--- src/rtl/audio_out.sv ---
// audio_out: I2S master transmitter toward the codec DAC.
// Derives BCLK and DACLRCK from MCLK and serialises one stereo frame per LRCLK period.
//
// Ports:
//   MCLK         sole clock, rising edge
//   RESET_N      synchronous active-low reset
//   left_in      signed left sample
//   right_in     signed right sample
//   sample_valid left_in/right_in hold a stereo pair
//   sample_ready holding buffer empty
//   BCLK         bit clock to codec
//   DACLRCK      0 = left slot, 1 = right slot
//   DACDAT       serial data, MSB one BCLK after LRCLK edge
//   underrun     one-cycle pulse when a frame starts with no buffered pair
module audio_out #(
   parameter int BCLK_DIV  = 4,
   parameter int SLOT_BITS = 32,
   parameter int DATA_W    = 16
) (
   input  logic                     MCLK,
   input  logic                     RESET_N,
   input  logic signed [DATA_W-1:0] left_in,
   input  logic signed [DATA_W-1:0] right_in,
   input  logic                     sample_valid,
   output logic                     sample_ready,
   output logic                     BCLK,
   output logic                     DACLRCK,
   output logic                     DACDAT,
   output logic                     underrun
);

   localparam int DW = $clog2(BCLK_DIV);
   localparam int BW = $clog2(2 * SLOT_BITS);

   localparam logic [DW-1:0] DIV_LAST = DW'(BCLK_DIV - 1);
   localparam logic [DW-1:0] DIV_HALF = DW'(BCLK_DIV / 2);
   localparam logic [BW-1:0] BIT_LAST = BW'(2 * SLOT_BITS - 1);
   localparam logic [BW-1:0] SLOT     = BW'(SLOT_BITS);
   localparam logic [BW-1:0] LAST_K   = BW'(DATA_W);

   logic [DW-1:0]     div_q, div_d;
   logic [BW-1:0]     bit_q, bit_d;
   logic              bclk_q, bclk_d;
   logic              lrck_q, lrck_d;
   logic              dat_q, dat_d;
   logic              und_q, und_d;
   logic              rdy_q, rdy_d;
   logic              full_q, full_d;
   logic [DATA_W-1:0] buf_l_q, buf_l_d;
   logic [DATA_W-1:0] buf_r_q, buf_r_d;
   logic [DATA_W-1:0] sh_l_q, sh_l_d;
   logic [DATA_W-1:0] sh_r_q, sh_r_d;

   logic              fall;
   logic              accept;
   logic [BW-1:0]     k;

   always_comb begin
      div_d   = div_q;
      bit_d   = bit_q;
      bclk_d  = bclk_q;
      lrck_d  = lrck_q;
      dat_d   = dat_q;
      und_d   = 1'b0;
      full_d  = full_q;
      buf_l_d = buf_l_q;
      buf_r_d = buf_r_q;
      sh_l_d  = sh_l_q;
      sh_r_d  = sh_r_q;
      k       = '0;

      fall   = (div_q == DIV_LAST);
      accept = sample_valid && rdy_q;

      div_d = fall ? '0 : div_q + DW'(1);
      if (div_d == DIV_HALF) begin
         bclk_d = 1'b1;
      end

      if (accept) begin
         buf_l_d = left_in;
         buf_r_d = right_in;
         full_d  = 1'b1;
      end

      if (fall) begin
         bclk_d = 1'b0;
         bit_d  = (bit_q == BIT_LAST) ? '0 : bit_q + BW'(1);
         lrck_d = (bit_d >= SLOT);
         k      = lrck_d ? bit_d - SLOT : bit_d;

         // Frame load looks at the buffer state before this cycle's
         // accept, so a coincident push waits for the next frame.
         if (bit_d == '0) begin
            if (full_q) begin
               sh_l_d = buf_l_q;
               sh_r_d = buf_r_q;
               full_d = 1'b0;
            end else begin
               sh_l_d = '0;
               sh_r_d = '0;
               und_d  = 1'b1;
            end
         end

         if (k >= BW'(1) && k <= LAST_K) begin
            if (lrck_d) begin
               dat_d  = sh_r_q[DATA_W-1];
               sh_r_d = sh_r_q << 1;
            end else begin
               dat_d  = sh_l_q[DATA_W-1];
               sh_l_d = sh_l_q << 1;
            end
         end else begin
            dat_d = 1'b0;
         end
      end

      rdy_d = !full_d;
   end

   always_ff @(posedge MCLK) begin
      if (!RESET_N) begin
         div_q   <= '0;
         bit_q   <= BIT_LAST;
         bclk_q  <= 1'b0;
         lrck_q  <= 1'b1;
         dat_q   <= 1'b0;
         und_q   <= 1'b0;
         rdy_q   <= 1'b0;
         full_q  <= 1'b0;
         buf_l_q <= '0;
         buf_r_q <= '0;
         sh_l_q  <= '0;
         sh_r_q  <= '0;
      end else begin
         div_q   <= div_d;
         bit_q   <= bit_d;
         bclk_q  <= bclk_d;
         lrck_q  <= lrck_d;
         dat_q   <= dat_d;
         und_q   <= und_d;
         rdy_q   <= rdy_d;
         full_q  <= full_d;
         buf_l_q <= buf_l_d;
         buf_r_q <= buf_r_d;
         sh_l_q  <= sh_l_d;
         sh_r_q  <= sh_r_d;
      end
   end

   assign sample_ready = rdy_q;
   assign BCLK         = bclk_q;
   assign DACLRCK      = lrck_q;
   assign DACDAT       = dat_q;
   assign underrun     = und_q;

endmodule

--- config.mk ---
export PLATFORM = sky130hd
export DESIGN_NAME = audio_out
export DESIGN_NICKNAME = d
export VERILOG_FILES = /design/src/rtl/audio_out.sv
export SDC_FILE = /design/constraint.sdc
export NUM_CORES = 1
export LEC_CHECK = 0
export BUFFER_PORTS_ARGS = -buffer_cell sky130_fd_sc_hd__buf_2
export CORE_MARGIN = 3
export CORE_UTILIZATION = 45
export DETAILED_ROUTE_END_ITERATION = 6
export REMOVE_ABC_BUFFERS = 1
export SLEW_MARGIN = 20
export SYNTH_ARGS = -nofsm -noshare
export SYNTH_HDL_FRONTEND = slang
export SYNTH_SLANG_ARGS = --single-unit
--- constraint.sdc ---
create_clock -name MCLK -period 3.7 [get_ports MCLK]
set_input_delay 0.185 -clock MCLK [delete_from_list [all_inputs] [get_ports MCLK]]
set_output_delay 0.185 -clock MCLK [all_outputs]
set_load 0.005 [all_outputs]
==> out/results.md, run 1 <==
### Run status
* status: finished, final reports clean

### Setup path
* Critical Path Most Common Cell: buf_4
* Worst Path Required: 3.92 ns
* Crit path max-delay family: simple AND/OR/NAND/NOR gates
* number of buffer and inverter stages on the critical path: 2
* element type at the critical path end: register
* data arrival time at the worst-slack endpoint: 3.00 ns
* critical path type: reg -> reg
* crit-path max cell delay: 0.48 ns
* ordered list of cells on the worst path: ha_1, a21oi_1, and3b_1, o2111ai_2, buf_4, nand2_1, o21ai_1, buf_4, a221o_1
* CP max FO: 17
* Critical Path Source Type: register
* cell with the largest stage delay on the worst path: dfxtp_1

### Clock tree
* root buffer cell: clkbuf_8
* CTS sink count: 78
* TritonCTS clock tree: done
* count of hold-fix buffers inserted at cts: 0
* insertion delay to the later sink of the worst-skew pair: 0.34 ns
* Clk pin slew, worst setup/hold paths: 0.08 ns
* buffer count from post-CTS setup fixing: 0
* # H-tree levels: 3
* post_cts resized: 0
* TritonCTS Buffers: 9
* Clock Tree Buf Depth: 2

### Detailed routing
* detailed-route via count: 2,806
* Routed wire per std cell: 14.5 µm
* drt initial violations: 117
* Pre-Repair DR Iteration Count: 5
* Remaining DRCs: 0
* final antenna-violating net count: 0
* via density per instance: 5.44
* post-detailed-routing wire length: 7.50 mm

### Synthesis
* area share of the largest cell type after synthesis: 0.442
* number of distinct standard cells referenced by the synthesized netlist: 48
* cell count after synthesis: 386
* sequential share of the synthesized area: 0.442
* top flip-flop cell by instance count after synthesis: dfxtp_1
* syn_area_per_cell: 9.16 µm²
* largest area contributor in the synthesized netlist: dfxtp_1
* async set-reset flop share out of synthesis: 0
* FF+latch count, synth: 78
* top area cells in the synthesized netlist: dfxtp_1, a21boi_0, nand2_1, a221o_1, nand3_1
* Post-synth EDFFs: 0
* total standard cell area after synthesis: 3530 µm²
* count of warnings emitted by yosys: 0

### Power and ir drop
* switching component of the power: 0.439 mW
* leakage power summed over all cells: 1.52 nW
* largest vdd supply drop: 0.225 mV
* Internal Pwr Total: 1.36 mW
* switching share of power: 0.244
* power per standard cell area: 452 nW/µm²
* power share of the clock group: 0.377
* overall power consumption: 1.80 mW
* logic gate share of total power: 0.123
* register share of total power: 0.500

### Placed design
* post-placement setup slack: 0.941 ns
* count of buffers inserted at the top-level ports: 39
* final estimated routing congestion in global placement: 0.849
* dpl hpwl: 4.87 mm
* placed instance area: 3760 µm²

### Floorplanning
* core region area: 7450 µm²
* Die Wd: 94.6 µm
* Die Outline Area: 8950 µm²
* number of top-level pins: 40
* number of rows created at floorplan: 31
* effective utilization at floorplan: 0.475
* die boundary height: 94.6 µm

### GRT
* antenna violations before repair: 0
* pin count of the biggest net entering global routing: 52
* global-route total usage across every layer: 0.190
* global-route wire length before repair: 13.5 mm
* total grt overflow: 0
* vias in the first global route: 2,757

### Timing
* slew at the pin closest to its max-slew limit: 0.669 ns
* tightest slew margin relative to the limit: 0.552
* setup repair after global routing missed its margin: no
* Post-Route Skew: 0.0119 ns
* final setup fails: 0
* setup TNS: 0 ns
* Final WS setup: 0.919 ns
* Final Critical Period: 2.78 ns
* number of hold violations in the final report: 0
* max-slew violation count: 0
* achievable frequency: 360 MHz
* final period utilization: 0.752

### Finish
* area delta synth->final: 12.4%
* ratio of cells with drive above 1 in the final layout: 0.173
* antenna fix cells: 0
* commonest non-fill, non-tap cell in the layout: nand2_1
* commonest cells after routing, fill and taps aside: nand2_1, dfxtp_1, a21boi_0
* finished layout cell area: 3970 µm²
* # nets final: 453

### Job
* reported max-cap violation count: 0

### Min path
* path class of the lowest-slack min-delay path: in -> reg

==> cell families after synthesis <==
| group | synth area share |
|---|---|
| multiplexers | 0.00708 |
| buffers and inverters | 0.0450 |
| adder cells (fa/ha/maj) | 0.0177 |
| AND/OR/NAND/NOR | 0.186 |
| AO/OA/AOI/OAI | 0.298 |
| XOR/XNOR | 0.00496 |
| flip-flops | 0.442 |
==> power groups by stage <==
stage | logic [mW] | clock network, mW | registers [mW]
detailed placement | 0.222 | 0 | 0.917
global route | 0.253 | 0.740 | 0.903
floorplan | 0.149 | 0 | 0.909
global placement | 0.219 | 0 | 0.916
finish | 0.221 | 0.678 | 0.897
CTS | 0.223 | 0.698 | 0.897
==> final timing paths <==
kind / startpoint / end / slack (ns) / depth (start not counted)
worst min register to register: div_q[0]$_SDFF_PN0_ / div_q[0]$_SDFF_PN0_ / 0.46 / 1
worst max-delay path: bit_q[1]$_SDFFE_PN1P_ / sh_l_q[2]$_SDFFE_PN0P_ / 0.92 / 9
worst max register to register: bit_q[1]$_SDFFE_PN1P_ / sh_l_q[2]$_SDFFE_PN0P_ / 0.92 / 9
worst min-delay path: right_in[1] / buf_r_q[1]$_SDFFE_PN0P_ / 0.08 / 3
==> worst reg2reg max path: cells and delay by family (launching register included) <==
kind | cells | cell delay, ns
AOI/OAI and AO/OA | 4 | 0.62
adders and majority gates | 1 | 0.48
buffers and inverters | 2 | 0.42
and+or+nand+nor | 2 | 0.67
DFF | 1 | 0.48
==> cell type report <==
cell class / instances / area (µm²)
Fill cell: 749 / 3480
Multi-Input combinational cell: 275 / 1820
Sequential cell: 78 / 1560
Timing Repair Buffer: 45 / 240
Clock buffer: 12 / 145
Tap cell: 99 / 124
Clock inverter: 3 / 68.8
Inverter: 4 / 15.0
==> state kept, by name, indices dropped and copies added, names as in the netlist <==
register and flops:
full_q 1, DACLRCK 1, buf_r_q 16, div_q 2, sh_r_q 16, bit_q 6, DACDAT 1, buf_l_q 16
sample_ready 1, sh_l_q 16, BCLK 1, underrun 1
==> cells in the mapped netlist (3+ instances only) <==
cell type,n
a21boi_0,48
a21o_1,7
a21oi_1,3
a221o_1,30
a22o_1,8
a31oi_1,4
and2_1,3
buf_2,4
buf_6,3
clkbuf_1,20
dfxtp_1,78
ha_1,5
inv_1,4
nand2_1,83
nand3_1,20
nor2_1,7
nor2b_1,4
o21ai_0,7
o2bb2ai_1,9
==> per-layer routing <==
metal | routed length, µm | global-route usage
met5 | 0 | 0
met4 | 51 | 0.0505
met3 | 255 | 0.0470
met2 | 3280 | 0.283
met1 | 3920 | 0.272
==> per-stage QoR <==
stage	instances	hold WS, ns	util
after floorplan	357	0.247	-
after global placement	501	0.434	0.504
after detailed placement	501	0.444	0.505
after CTS	516	0.0732	0.533
after global routing	516	0.0802	0.533
final	516	0.0849	0.533
Note: power is estimated with default switching activity, not from simulation.
==> inputs of run 2 (changes only) <==
Settings changed: ABC_AREA set to 1, PLACE_DENSITY set to 0.66.
Clock period 3.7 ns to 2.3 ns, I/O delays scaled along.
==> run 2 against run 1 <==
Via count increased by 41%; sequential power increased by 64%; power grew 98%; combinational power rose to 5.2 times the previous value; worst hold slack worse by 0.075 ns; clock power grew 37%; largest power group unchanged.
==> out/results.md, run 2 <==
### Synthesis
* syn_area_per_cell: 6.25 µm², -32%
* area share of the largest cell type after synthesis: 0.373, -0.0688
* most instantiated cells after synthesis: nand2_1, inv_1, nor2_1
* top area cells in the synthesized netlist: dfxtp_1, nand2_1, inv_1, nor2_1, o21ai_0
* top flip-flop cell by instance count after synthesis: dfxtp_1
* Post-synth EDFFs: 0, unchanged
* leading cell type by number of instances after synthesis: nand2_1
* sequential share of the synthesized area: 0.373, -0.0688
* cell count after synthesis: 670, +74%
* count of warnings emitted by yosys: 0, unchanged
* total standard cell area after synthesis: 4190 µm², +18%
* largest area contributor in the synthesized netlist: dfxtp_1
* FF+latch count, synth: 78, unchanged
* number of distinct standard cells referenced by the synthesized netlist: 27, -44%
* async set-reset flop share out of synthesis: 0, unchanged

### Setup path
* Critical Path Source Type: register
* element type at the critical path end: register
* Worst Path Required: 2.59 ns, -1.33 ns
* startpoint of the worst-slack reg-to-reg timing path: bit_q[1]$_SDFFE_PN1P_
* ordered list of cells on the worst path: ha_1, nand2_2, nor2_2, nand2_2, nand3_2, nand2_2, nor2_8, buf_4, nand2_1, nand3_1, nand2_1, nand2_1
* CP max FO: 18, +1
* Crit path max-delay family: simple AND/OR/NAND/NOR gates
* cells on worst reg2reg path: 12, +3
* reg2reg setup slack: 0.24 ns, -0.68 ns
* crit-path max cell delay: 0.42 ns, -0.06 ns
* data arrival time at the worst-slack endpoint: 2.35 ns, -0.65 ns
* cell with the largest stage delay on the worst path: dfxtp_1
* logic depth of the worst path, buffers included: 12, +3
* critical path type: reg -> reg
* Critical Path Source: bit_q[1]$_SDFFE_PN1P_
* Critical R2R Capture: sh_l_q[12]$_SDFFE_PN0P_
* number of buffer and inverter stages on the critical path: 1, -1
* critical path capture point: sh_l_q[12]$_SDFFE_PN0P_

### Finish
* number of fill cells: 939, +25%
* commonest non-fill, non-tap cell in the layout: nand2_1
* ratio of cells with drive above 1 in the final layout: 0.118, -0.0544
* Sequential cell area: 1560 µm², unchanged
* commonest cells after routing, fill and taps aside: nand2_1, inv_1, dfxtp_1, nor2_1, o21ai_0
* footprint of the multi-input gates: 2030 µm², +12%
* antenna fix cells: 0, unchanged
* post-layout util: 0.522, -0.0116
* # nets final: 738, +63%
* area delta synth->final: 10.8%

### Power and ir drop
* power share of the clock group: 0.262, -0.115
* overall power consumption: 3.55 mW, +98%
* Internal Pwr Total: 2.26 mW, +66%
* register share of total power: 0.414, -0.086
* leakage power summed over all cells: 2.54 nW, +66%
* switching share of power: 0.365, +0.121
* power per standard cell area: 766 nW/µm², +69%
* largest vdd supply drop: 0.344 mV, +52%
* switching component of the power: 1.30 mW, +200%
* logic gate share of total power: 0.323, +0.200

### Timing
* achievable frequency: 486 MHz, +35%
* Final Critical Period: 2.06 ns, -0.723 ns
* final setup fails: 0, unchanged
* final period utilization: 0.895, +0.143
* slew at the pin closest to its max-slew limit: 0.558 ns, -0.111 ns
* Post-Route Skew: 0.00872 ns, -0.00314 ns
* setup TNS: 0 ns, unchanged
* number of hold violations in the final report: 0, unchanged
* max-slew violation count: 0, unchanged
* Final WS setup: 0.242 ns, -0.677 ns
* Worst Hold Margin: 0.00960 ns, -0.0753 ns
* setup repair after global routing missed its margin: no
* tightest slew margin relative to the limit: 0.626, +0.0741

### Clock tree
* root buffer cell: clkbuf_8
* CTS sink count: 78, unchanged
* Clock Tree Buf Depth: 2, unchanged
* TritonCTS Buffers: 9, unchanged
* Clk pin slew, worst setup/hold paths: 0.08 ns, about the same
* # H-tree levels: 3, unchanged
* buffer count from post-CTS setup fixing: 0, unchanged
* TritonCTS clock tree: done
* insertion delay to the later sink of the worst-skew pair: 0.35 ns, about the same

### GRT
* pin count of the biggest net entering global routing: 39, -25%
* met2 usage: 0.304, +0.0213
* grt met3 use: 0.0430, -0.00401
* met1 Use GR: 0.245, -0.0273
* total grt overflow: 0, unchanged
* vias in the first global route: 3,529, +28%
* global-route total usage across every layer: 0.184, -0.00526
* global-route wire length before repair: 15.8 mm, +17%
* antenna violations before repair: 0, unchanged
* most used routing layer in global routing: met2

### Detailed routing
* drt initial violations: 247, +110%
* final antenna-violating net count: 0, unchanged
* detailed-route via count: 3,967, +41%
* Routed wire per std cell: 11.4 µm, -22%
* Pre-Repair DR Iteration Count: 5, unchanged
* Remaining DRCs: 0, unchanged
* via density per instance: 4.90, -9.9%
* post-detailed-routing wire length: 9.21 mm, +23%

### Floorplanning
* core region area: 8890 µm², +19%
* Die Wd: 102 µm, +8.3%
* die boundary height: 102 µm, +8.3%
* Die Outline Area: 10,500 µm², +17%
* number of top-level pins: 40, unchanged
* number of rows created at floorplan: 34, +9.7%
* effective utilization at floorplan: 0.471, -0.00376

### Run status
* status: finished, final reports clean

### Min path
* path class of the lowest-slack min-delay path: in -> reg

### Placed design
* dpl hpwl: 5.94 mm, +22%
* count of buffers inserted at the top-level ports: 39, unchanged
* final estimated routing congestion in global placement: 0.791, -6.8%
* post-placement setup slack: 0.107 ns, -0.834 ns

### Job
* reported max-cap violation count: 0, unchanged

[run 2: changes by cell type in the layout (fill, tap and decap cells not counted), moves of 17 or more]
cell and change:
nand4_1 +29, a221o_1 -30, nor2_1 +71, o21ai_0 +47
nand3_1 +17, nand2_1 +128, a21boi_0 -48, inv_1 +94
[run 2: area by class of cell]
type,count,share of cell area
Inverter,104,0.0842
Tap cell,108,0.0291
Clock buffer,14,0.0351
Multi-Input combinational cell,448,0.437
Sequential cell,78,0.337
Timing Repair Buffer,57,0.0766
Clock inverter,1,0.00108
[run 2: how the worst min path moves through the flow]
stage                               end  cells past startpoint         start
6_report        buf_r_q[4]$_SDFFE_PN0P_                      3   right_in[4]
5_1_grt         buf_l_q[1]$_SDFFE_PN0P_                      3    left_in[1]
4_1_cts        buf_r_q[12]$_SDFFE_PN0P_                      3  right_in[12]
3_5_place_dp   buf_r_q[12]$_SDFFE_PN0P_                      3  right_in[12]
3_3_place_gp    buf_r_q[0]$_SDFFE_PN0P_                      3   right_in[0]
2_1_floorplan      DACLRCK$_SDFFE_PN1P_                      1       RESET_N
[run 2: metal layers]
metal / routed length, µm / part of all wire
met1: 4620 / 0.50
met2: 4220 / 0.46
met3: 285 / 0.031
met4: 87 / 0.0094
met5: 0 / 0
[run 2: worst min-delay path, stage by stage]
cell	delay (ns)
buf_2	0.07
o21ai_0	0.07
nor2_1	0.07
[run 2: metrics by stage]
| stage | std cells | area, µm² |
|---|---|---|
| finish | 810 | 4640 |
| global route | 810 | 4640 |
| CTS | 810 | 4630 |
| detailed placement | 795 | 4460 |
| global placement | 795 | 4460 |
| floorplan | 630 | 3970 |
[run 2: timing repair]
action | CTS | global route
hold buffers | 0 | 0
hold endpoints to repair | 0 | 0
resized for setup | 0 | 2
endpoints found under the setup margin | 0 | 16
[run 2: cells by family after synthesis]
| family | after synthesis | synth area share |
|---|---|---|
| compound gates | 72 | 0.0885 |
| buf+inv | 144 | 0.146 |
| fa+ha+maj | 5 | 0.0149 |
| simple gates | 371 | 0.377 |
| flops | 78 | 0.373 |
[run 2: power by group through the flow]
stage	logic, mW	registers (mW)	clock network, mW
final	1.15	1.47	0.932
after floorplan	0.728	1.50	0
after CTS	1.14	1.47	0.953
after global placement	1.13	1.50	0
after detailed placement	1.14	1.50	0
after global routing	1.28	1.48	1.02
